<file path="config.mk">
export PLATFORM = sky130hd
export DESIGN_NAME = memtest_ddr_tester
export DESIGN_NICKNAME = d
export VERILOG_FILES = /design/src/rtl/memtest_ddr_pkg.sv /design/src/rtl/memtest_ddr_pattern.sv /design/src/rtl/memtest_ddr_tester.sv
export SDC_FILE = /design/constraint.sdc
export NUM_CORES = 1
export LEC_CHECK = 0
export CORE_UTILIZATION = 45
export DETAILED_ROUTE_END_ITERATION = 7
export PLACE_DENSITY_LB_ADDON = 0.3
export RECOVER_POWER = 100
export SLEW_MARGIN = 5
export SYNTH_ARGS = -nofsm -noshare
export SYNTH_HDL_FRONTEND = slang
export SYNTH_SLANG_ARGS = --single-unit
</file>
<file path="constraint.sdc">
create_clock -name clk -period 11.3 [get_ports clk]
set_input_delay 3.39 -clock clk [delete_from_list [all_inputs] [get_ports clk]]
set_output_delay 3.39 -clock clk [all_outputs]
set_load 0.05 [all_outputs]
</file>
<file path="src/rtl/memtest_ddr_pkg.sv">
// Shared types and pattern generator for the DDR3 memory tester.
// Latency: n/a (types, constants and a pure function only).
// Backpressure: n/a.
package memtest_ddr_pkg;

  // Salt mixed into every pattern word so that pass 0 is not all-zero
  localparam logic [15:0] PATTERN_SALT = 16'hA5C3;

  typedef enum logic [2:0] {
    IDLE    = 3'd0,
    WR      = 3'd1,
    RD_REQ  = 3'd2,
    RD_DATA = 3'd3,
    DRAIN   = 3'd4
  } state_t;

  localparam logic [1:0] PHASE_IDLE  = 2'd0;
  localparam logic [1:0] PHASE_WRITE = 2'd1;
  localparam logic [1:0] PHASE_READ  = 2'd2;
  localparam logic [1:0] PHASE_DRAIN = 2'd3;

  // Word at region offset in a given pass: s in the upper half, ~s in the lower
  function automatic logic [63:0] pattern(input logic [31:0] offset, input logic [15:0] pass);
    logic [31:0] s;
    s = offset ^ {pass, PATTERN_SALT};
    return {s, ~s};
  endfunction

endpackage

</file>
<file path="src/rtl/memtest_ddr_pattern.sv">
// Maps a region offset and pass seed to the 64-bit test word.
// Latency: combinational.
// Backpressure: none.
module memtest_ddr_pattern
  import memtest_ddr_pkg::*;
(
  input  logic [31:0] offset,
  input  logic [15:0] pass,
  output logic [63:0] data
);

  assign data = pattern(offset, pass);

endmodule

</file>
<file path="src/rtl/memtest_ddr_tester.sv">
// DDR3 Avalon-MM tester: burst-fills a region with a pass-seeded pattern, reads it back, counts mismatches.
// Latency: read beats compared one cycle after DDRAM_DOUT_READY; passcount bumps in the DRAIN cycle.
// Backpressure: DDRAM_BUSY stalls write beats and read requests; read data is never stalled.
// Optional MEMTEST_DDR_ERRLOG_EN adds err_valid/err_addr/err_syndrome capture of the first mismatch.
module memtest_ddr_tester
  import memtest_ddr_pkg::*;
#(
  parameter logic [28:0] BASE_ADDR = 29'h0600_0000,
  parameter int          SIZE_LOG2 = 23,
  parameter int          BURST     = 128
) (
  input  logic        clk,
  input  logic        reset,
  input  logic        enable,
  input  logic        ddram_busy,
  output logic [7:0]  ddram_burstcnt,
  output logic [28:0] ddram_addr,
  input  logic [63:0] ddram_dout,
  input  logic        ddram_dout_ready,
  output logic        ddram_rd,
  output logic [63:0] ddram_din,
  output logic [7:0]  ddram_be,
  output logic        ddram_we,
  output logic [31:0] passcount,
  output logic [31:0] failcount,
  output logic [1:0]  phase
`ifdef MEMTEST_DDR_ERRLOG_EN
  ,
  output logic        err_valid,
  output logic [28:0] err_addr,
  output logic [63:0] err_syndrome
`endif
);

  localparam int               OFF_W          = SIZE_LOG2;
  localparam logic [OFF_W-1:0] BURST_STEP     = OFF_W'(BURST);
  localparam logic [OFF_W-1:0] LAST_BURST_OFF = OFF_W'(2 ** SIZE_LOG2 - BURST);
  localparam logic [7:0]       BEAT_LAST      = 8'(BURST - 1);
  localparam logic [7:0]       BURST_CNT      = 8'(BURST);

  state_t           state;
  logic [OFF_W-1:0] burst_off;  // region offset of the current burst's first word
  logic [7:0]       beat_cnt;   // beat index within the current burst
  logic [OFF_W-1:0] beat_off;
  logic [31:0]      beat_off32;
  logic [63:0]      wr_word;
  logic [63:0]      rd_exp;

  logic             cmp_vld;
  logic [63:0]      cmp_dat;
  logic [63:0]      cmp_exp;
  logic             cmp_miss;

  assign beat_off   = burst_off + OFF_W'(beat_cnt);
  assign beat_off32 = 32'(beat_off);

  memtest_ddr_pattern u_wr_pattern (
    .offset (beat_off32),
    .pass   (passcount[15:0]),
    .data   (wr_word)
  );

  memtest_ddr_pattern u_rd_pattern (
    .offset (beat_off32),
    .pass   (passcount[15:0]),
    .data   (rd_exp)
  );

  // Bus outputs decode straight from state so an async reset clears them immediately;
  // command fields are only driven while a request is being presented.
  always_comb begin
    ddram_we       = (state == WR);
    ddram_rd       = (state == RD_REQ);
    ddram_din      = ddram_we ? wr_word : 64'd0;
    ddram_be       = ddram_we ? 8'hFF : 8'h00;
    ddram_addr     = (ddram_we || ddram_rd) ? (BASE_ADDR + 29'(burst_off)) : 29'd0;
    ddram_burstcnt = (ddram_we || ddram_rd) ? BURST_CNT : 8'd0;
    case (state)
      WR:             phase = PHASE_WRITE;
      RD_REQ, RD_DATA: phase = PHASE_READ;
      DRAIN:          phase = PHASE_DRAIN;
      default:        phase = PHASE_IDLE;
    endcase
  end

  // Pass sequencer: write all bursts, then one read burst at a time, then drain
  always_ff @(posedge clk or posedge reset) begin
    if (reset) begin
      state     <= IDLE;
      burst_off <= '0;
      beat_cnt  <= 8'd0;
      passcount <= 32'd0;
    end else begin
      case (state)
        IDLE: begin
          if (enable) begin
            state     <= WR;
            burst_off <= '0;
            beat_cnt  <= 8'd0;
          end
        end
        WR: begin
          if (!ddram_busy) begin
            if (beat_cnt == BEAT_LAST) begin
              beat_cnt <= 8'd0;
              if (burst_off == LAST_BURST_OFF) begin
                burst_off <= '0;
                state     <= RD_REQ;
              end else begin
                burst_off <= burst_off + BURST_STEP;
              end
            end else begin
              beat_cnt <= beat_cnt + 8'd1;
            end
          end
        end
        RD_REQ: begin
          if (!ddram_busy) begin
            state    <= RD_DATA;
            beat_cnt <= 8'd0;
          end
        end
        RD_DATA: begin
          if (ddram_dout_ready) begin
            if (beat_cnt == BEAT_LAST) begin
              beat_cnt <= 8'd0;
              if (burst_off == LAST_BURST_OFF) begin
                burst_off <= '0;
                state     <= DRAIN;
              end else begin
                burst_off <= burst_off + BURST_STEP;
                state     <= RD_REQ;
              end
            end else begin
              beat_cnt <= beat_cnt + 8'd1;
            end
          end
        end
        DRAIN: begin
          // The last read beat's compare retires on this same edge
          passcount <= passcount + 32'd1;
          burst_off <= '0;
          beat_cnt  <= 8'd0;
          state     <= enable ? WR : IDLE;
        end
        default: state <= IDLE;
      endcase
    end
  end

  // Register each read beat with its expected word; stray beats outside RD_DATA are dropped
  always_ff @(posedge clk or posedge reset) begin
    if (reset) begin
      cmp_vld <= 1'b0;
      cmp_dat <= 64'd0;
      cmp_exp <= 64'd0;
    end else begin
      cmp_vld <= (state == RD_DATA) && ddram_dout_ready;
      if ((state == RD_DATA) && ddram_dout_ready) begin
        cmp_dat <= ddram_dout;
        cmp_exp <= rd_exp;
      end
    end
  end

  assign cmp_miss = cmp_vld && (cmp_dat != cmp_exp);

  // Saturating mismatch counter
  always_ff @(posedge clk or posedge reset) begin
    if (reset) begin
      failcount <= 32'd0;
    end else if (cmp_miss && (failcount != 32'hFFFF_FFFF)) begin
      failcount <= failcount + 32'd1;
    end
  end

`ifdef MEMTEST_DDR_ERRLOG_EN
  logic [OFF_W-1:0] cmp_off;

  // Track the offset alongside the compare stage for the error log
  always_ff @(posedge clk or posedge reset) begin
    if (reset) begin
      cmp_off <= '0;
    end else if ((state == RD_DATA) && ddram_dout_ready) begin
      cmp_off <= beat_off;
    end
  end

  // Capture only the first mismatch since reset; later ones are just counted
  always_ff @(posedge clk or posedge reset) begin
    if (reset) begin
      err_valid    <= 1'b0;
      err_addr     <= 29'd0;
      err_syndrome <= 64'd0;
    end else if (cmp_miss && !err_valid) begin
      err_valid    <= 1'b1;
      err_addr     <= BASE_ADDR + 29'(cmp_off);
      err_syndrome <= cmp_dat ^ cmp_exp;
    end
  end
`endif

endmodule

</file>
==> summary.txt, run 1 <==
Worst Setup End Kind -> flop
final instance area -> 13990 um2
Filler cells -> 2068
layout cells sized above 1 -> 3.788%
post-cts sizing count -> 0
type of the worst min-delay path -> flop to flop
Synth Flop Type -> dfrtp_1
Critical Path Start Type -> input pin
first-pass GRT wire length -> 45980 um
Die Width -> 158.6 um
Yosys cell types -> 51
Ports -> 246
Max Freq -> 123.5 MHz
WP data arrival -> 8500 ps
post-CTS setup buffers -> 0
drt total wl -> 28950 um
Total GRT Usage -> 23.72%
gpl congestion -> 0.8756
P&R area growth vs syn -> 26.81%
CTS Buffer Depth -> 3
detailed placer's ending HPWL -> 20440 um
largest net degree at the start of global routing -> 134
Ys Warns -> 0
ys async rst share -> 100.0%
total power -> 2084 uW
CTS Sinks -> 220
Die H -> 158.6 um
router iterations before antenna repair -> 5
initial antenna violation count -> 0
area occupied by registers -> 5505 um2
clock-pin slew on the worst setup and hold paths -> 60 ps
nets -> 1455
final hold violation count -> 0
multi-input logic area -> 4969 um2
GRT overflow -> 0
Max Cap Viol -> 5
fin worst setup slack -> 3205 ps
Slew Limit Fails -> 386
Avg WL per Cell -> 16.85 um
CP Class -> input pin to flop
pre-CTS WS -> 4984 ps
VDD IR max -> 187.5 uV
Antenna Cells -> 0
RSZ-0062 raised after global routing -> no
Setup TNS Final -> 0 ps
Post-DP Area -> 13290 um2
via count -> 8785
Mapped Avg Cell Area -> 9.133 um2
Starting Density -> 46.45%
CTS tree -> done
PD cells -> 149.0 nW/um2
cts hold-fix bufs -> 0
Worst Max-Slew Pin Slew -> 5878 ps
clk_lat worst skew -> 520 ps
min Tclk post-route -> 8095 ps
antenna-violating nets left -> 0
post-synthesis sequential area ratio -> 49.90%
die footprint -> 25150 um2
CTS buffer count -> 24
fin crit share -> 71.64%
Leak -> 0.006822 uW
worst-path maximum fanout -> 111
vias in the first global route -> 8538
H-Tree Depth -> 1
Cells after Synth -> 1208
relative slew slack -> -294.0%
Max Clock Skew -> 25.35 ps
mapped cell area -> 11030 um2
post-DR vias/cell -> 5.114
failing checks -> max-capacitance violations, max-slew violations
Iter 0 DRT Violations -> 530
root buf cell -> clkbuf_16
row cnt -> 56
Setup violations, final -> 0
status -> finished, violations left
Critical Path RT -> 11700 ps
Yosys reg bits -> 220
Post-synth EDFFs -> 0
post-route DRC violation count -> 0
port bufs -> 227
Core Region -> 23750 um2
==> cell usage after synthesis, types with 4 or more instances <==
cell | count | share of area, %
nand2_1 | 310 | 11
dfrtp_1 | 220 | 50
xnor2_1 | 134 | 11
nor2_1 | 111 | 3.8
nand4_1 | 48 | 2.7
clkbuf_1 | 47 | 1.6
buf_4 | 39 | 2.7
nand3_1 | 39 | 1.8
and3_1 | 38 | 2.2
xor2_1 | 31 | 2.5
and2_1 | 29 | 1.6
o21ai_0 | 23 | 1.0
o21a_1 | 15 | 1.0
a21oi_1 | 14 | 0.64
inv_1 | 11 | 0.37
nor3_1 | 10 | 0.45
a21o_1 | 8 | 0.54
and4_1 | 8 | 0.64
buf_1 | 8 | 0.27
buf_2 | 8 | 0.36
nand2b_1 | 7 | 0.40
ha_1 | 5 | 0.57
nor4_1 | 5 | 0.28
mux2_2 | 4 | 0.41
==> worst max-delay path: stages <==
cell and delay [ps]:
dlygate4sd3_1 580, nand3_1 210, clkbuf_1 3280, nor2_1 600, a21o_1 380
==> registers in the layout (all words and copies together) (netlist names) <==
name / cells
cmp_vld: 1
cmp_exp: 64
failcount: 32
cmp_dat: 64
passcount: 32
beat_cnt: 8
state: 3
burst_off: 16
==> metal layers <==
layer / track usage [%] / part of all wire (%) / vias to the layer above
met5: 0 / 0 / -
met1: 33.58 / 46 / 4240
li1: - / - / 4240
met4: 6.593 / 2.1 / 0
met2: 37.99 / 46 / 264
met3: 3.321 / 5.2 / 41
==> power breakdown <==
part / internal, uW / switching, uW / leakage, uW
sequential: 805 / 42.7 / 0.00305
combinational: 138 / 330 / 0.00338
clock: 455 / 314 / 0.000387
total: 1400 / 686 / 0.00682
==> worst paths after layout <==
kind / start / to / slack [ps] / cells past startpoint
max in group asynchronous: reset / cmp_exp[34] / 3250 / 3
min reg2reg: passcount[22] / passcount[22] / 480 / 1
min: passcount[22] / passcount[22] / 480 / 1
max reg2reg: state[0] / cmp_exp[24] / 5550 / 6
min in group asynchronous: reset / passcount[22] / 5180 / 2
max: ddram_dout_ready / cmp_exp[51] / 3210 / 5
==> kinds of logic (layout without fill, tap and decap cells) <==
family | after synthesis | after routing | share of synthesized area, %
other cells | 1 | 18 | 0.03399
mux | 5 | 5 | 0.4990
simple gates | 628 | 628 | 26.59
xor+xnor | 165 | 165 | 13.10
fa+ha+maj | 5 | 5 | 0.5670
flops | 220 | 220 | 49.90
buf+inv | 113 | 287 | 5.262
compound gates | 71 | 71 | 4.049
==> final cells by class <==
class                   count  area share [%]
clock buffers              36           5.053
well taps                 319           2.853
multi-input cells         892           35.51
repair buffers            232           16.43
inverters                  11          0.3130
flip-flops and latches    220           39.35
clock inverters             8          0.4919
==> layout by cell type (no fill, tap or decap), types with 5 or more instances in the layout <==
cell type and count:
o21a_1 15, and2_1 28, clkdlybuf4s50_1 66, and4_1 8, nand2_1 310, dlygate4sd3_1 161
nand3_1 39, inv_1 9, a21oi_1 14, conb_1 18, and3_1 38, ha_1 5
nor3_1 11, nand2b_1 7, o21ai_0 23, clkbuf_1 10, clkbuf_16 25, clkinv_2 6
nor4_1 7, nand4_1 48, a21o_1 8, xor2_1 31, xnor2_1 134, dfrtp_1 220
nor2_1 111
==> through the flow <==
| step | hold WS (ps) | util, % | std cells |
|---|---|---|---|
| after CTS | 496.4 | 59.21 | 1718 |
| after global placement | 461.9 | 55.94 | 1674 |
| after global routing | 505.1 | 58.90 | 1718 |
| after detailed placement | 483.4 | 55.94 | 1674 |
| final | 480.9 | 58.90 | 1718 |
| after floorplan | 466.5 | - | 1225 |
(Power assumes the default switching activity.)
==> inputs of run 2 (changes only) <==
==> constraint.sdc (replaced) <==
create_clock -name clk -period 7.51 [get_ports clk]
set_input_delay 2.253 -clock clk [delete_from_list [all_inputs] [get_ports clk]]
set_output_delay 2.253 -clock clk [all_outputs]
set_load 0.05 [all_outputs]
==> run 2 against run 1 <==
  * The run still ends with max-capacitance violations, max-slew violations left
  * Critical path type unchanged
  * Critical endpoint is now cmp_exp[32]
  * Power up 49%
  * Routed wire length up 1.1%
  * Die area unchanged
  * Count of clock-buffer cells in the layout down 1
  * Final area about the same
==> summary.txt, run 2 (same netlist as run 1, synthesis figures left out) <==
status -> finished, violations left
failing checks -> max-capacitance violations, max-slew violations
vias in the first global route -> 8436 (-1.2%)
max incr delay on CP -> 1950 ps (-1330 ps)
PD cells -> 222.5 nW/um2 (+49%)
Leak -> 0.006819 uW (about the same)
Util after Layout -> 58.88% (about the same)
GRT overflow -> 0 (unchanged)
Core Region -> 23750 um2 (unchanged)
r2r worst-path depth -> 6 (unchanged)
CTS Sinks -> 220 (unchanged)
gpl congestion -> 0.8265 (-5.6%)
WP depth -> 4 (-1)
crit-path cells -> dlygate4sd3_1 -> nand3_1 -> clkbuf_1 -> o21ai_0
router iterations before antenna repair -> 5 (unchanged)
via count -> 8762 (-0.26%)
final hold violation count -> 0 (unchanged)
clock-pin slew on the worst setup and hold paths -> 60 ps (about the same)
Die H -> 158.6 um (unchanged)
r2r setup slk -> 2130 ps (-3420 ps)
nets -> 1460 (+0.34%)
largest registers -> cmp_dat: 64 flops, cmp_exp: 64 flops
die footprint -> 25150 um2 (unchanged)
post-route DRC violation count -> 0 (unchanged)
Avg WL per Cell -> 17.01 um (+0.93%)
Setup violations, final -> 0 (unchanged)
Die Width -> 158.6 um (unchanged)
detailed placer's ending HPWL -> 21100 um (+3.2%)
Worst Max-Slew Pin Slew -> 2618 ps (-3259 ps)
Critical Path Start Type -> input pin
port bufs -> 227 (unchanged)
WP data arrival -> 6610 ps (-1890 ps)
Setup TNS Final -> 0 ps (unchanged)
Starting Density -> 46.45% (unchanged)
VDD IR max -> 226.0 uV (+21%)
Iter 0 DRT Violations -> 603 (+14%)
fin crit share -> 84.39%
area occupied by registers -> 5505 um2 (unchanged)
post-cts sizing count -> 0 (unchanged)
Slowest cell on crit path -> clkbuf_1
H-Tree Depth -> 1 (unchanged)
root buf cell -> clkbuf_16
Slew Limit Fails -> 362 (-6.2%)
worst-path maximum fanout -> 61 (-45%)
initial antenna violation count -> 0 (unchanged)
largest net degree at the start of global routing -> 68 (-49%)
RR Startpoint -> state[0]
post-CTS setup buffers -> 0 (unchanged)
Antenna Cells -> 0 (unchanged)
post-DR vias/cell -> 5.091 (-0.44%)
Total GRT Usage -> 23.69% (-0.030 points)
P&R area growth vs syn -> 26.76% (about the same)
CP bufs+invs -> 2 (unchanged)
drt total wl -> 29270 um (+1.1%)
Critical Path RT -> 7780 ps (-3920 ps)
first-pass GRT wire length -> 45920 um (-0.13%)
Worst Setup End Kind -> flop
type of the worst min-delay path -> flop to flop
CTS buffer count -> 24 (unchanged)
Critical Path End -> cmp_exp[32]
clk_lat worst skew -> 530 ps (about the same)
Max Freq -> 157.8 MHz
Top delay family on crit path -> buffers and inverters
RSZ-0062 raised after global routing -> no
row cnt -> 56 (unchanged)
min Tclk post-route -> 6337 ps
Filler cells -> 2095 (+1.3%)
Max Cap Viol -> 8 (+3)
layout cells sized above 1 -> 3.780% (-0.0081 points)
multi-input logic area -> 4969 um2 (unchanged)
relative slew slack -> -74.57% (+220 points)
Ports -> 246 (unchanged)
worst hold slack -> 473.2 ps (-7.686 ps)
reg2reg end -> cmp_exp[43]
CP startpoint -> ddram_dout_ready
cts hold-fix bufs -> 0 (unchanged)
antenna-violating nets left -> 0 (unchanged)
CTS Buffer Depth -> 3 (unchanged)
CP Class -> input pin to flop
CTS tree -> done
most frequent cells in the layout -> nand2_1, dfrtp_1, dlygate4sd3_1
Max Clock Skew -> 23.91 ps (-1.439 ps)
commonest non-fill, non-tap cell in the layout -> nand2_1
==> run 2: cell count changes in the layout (fill, tap and decap cells not counted) <==
cell / previous run / this run
clkbuf_16: 25 / 24
clkinv_2: 6 / 5
clkinvlp_4: 0 / 1
buf_4: 2 / 3
clkinv_4: 1 / 0
clkbuf_8: 4 / 3
clkbuf_2: 0 / 2
clkbuf_1: 10 / 13
clkinv_8: 0 / 1
clkinvlp_2: 2 / 1
==> run 2: worst min-delay path by stage <==
stage	to	slack, ps	start	cells after the start
5_1_grt	passcount[31]	490	passcount[31]	1
2_1_floorplan	cmp_dat[0]	470	cmp_dat[0]	2
6_report	passcount[31]	470	passcount[31]	1
4_1_cts	passcount[31]	480	passcount[31]	1
3_3_place_gp	passcount[31]	460	passcount[31]	1
3_5_place_dp	passcount[31]	470	passcount[31]	1
==> run 2: worst reg2reg max path, delay by kind of cell (launching register included) <==
family | cells | cell delay [ps]
compound gates | 1 | 170
flops | 1 | 810
simple gates | 3 | 2330
buf+inv | 2 | 1970
==> run 2: power breakdown <==
group / switching (uW) / internal [uW] / total [uW] / leakage [uW]
Combinational: 500 / 207 / 707 / 0.00340
Clock: 475 / 654 / 1130 / 0.000364
Sequential: 65.4 / 1210 / 1280 / 0.00305
Total: 1040 / 2070 / 3110 / 0.00682
==> run 2: layer usage <==
layer	share of wire (%)	GRT usage [%]	vias up
li1	-	-	4235
met1	46	33.73	4257
met2	47	38.35	244
met3	5.6	3.457	26
met4	1.6	4.991	0
met5	0	0	-
==> run 2: final cells by class <==
class                      instances  area share (%)
sequential                       220           39.36
clock buffer                      35           4.804
multi-input combinational        892           35.53
tap                              319           2.854
clock inverter                     7          0.5278
timing repair buffer             237           16.61
inverter                          11          0.3131
==> run 2: metrics by stage <==
step | cell area (um2) | worst slack, ps | instances | power [uW]
2_1_floorplan | 11100 | 2389 | 1225 | 1789
3_3_place_gp | 13320 | 2403 | 1679 | 2037
3_5_place_dp | 13320 | 2340 | 1679 | 2041
4_1_cts | 14070 | 1775 | 1721 | 3173
5_1_grt | 13990 | 835.8 | 1721 | 3221
6_report | 13990 | 1173 | 1721 | 3112
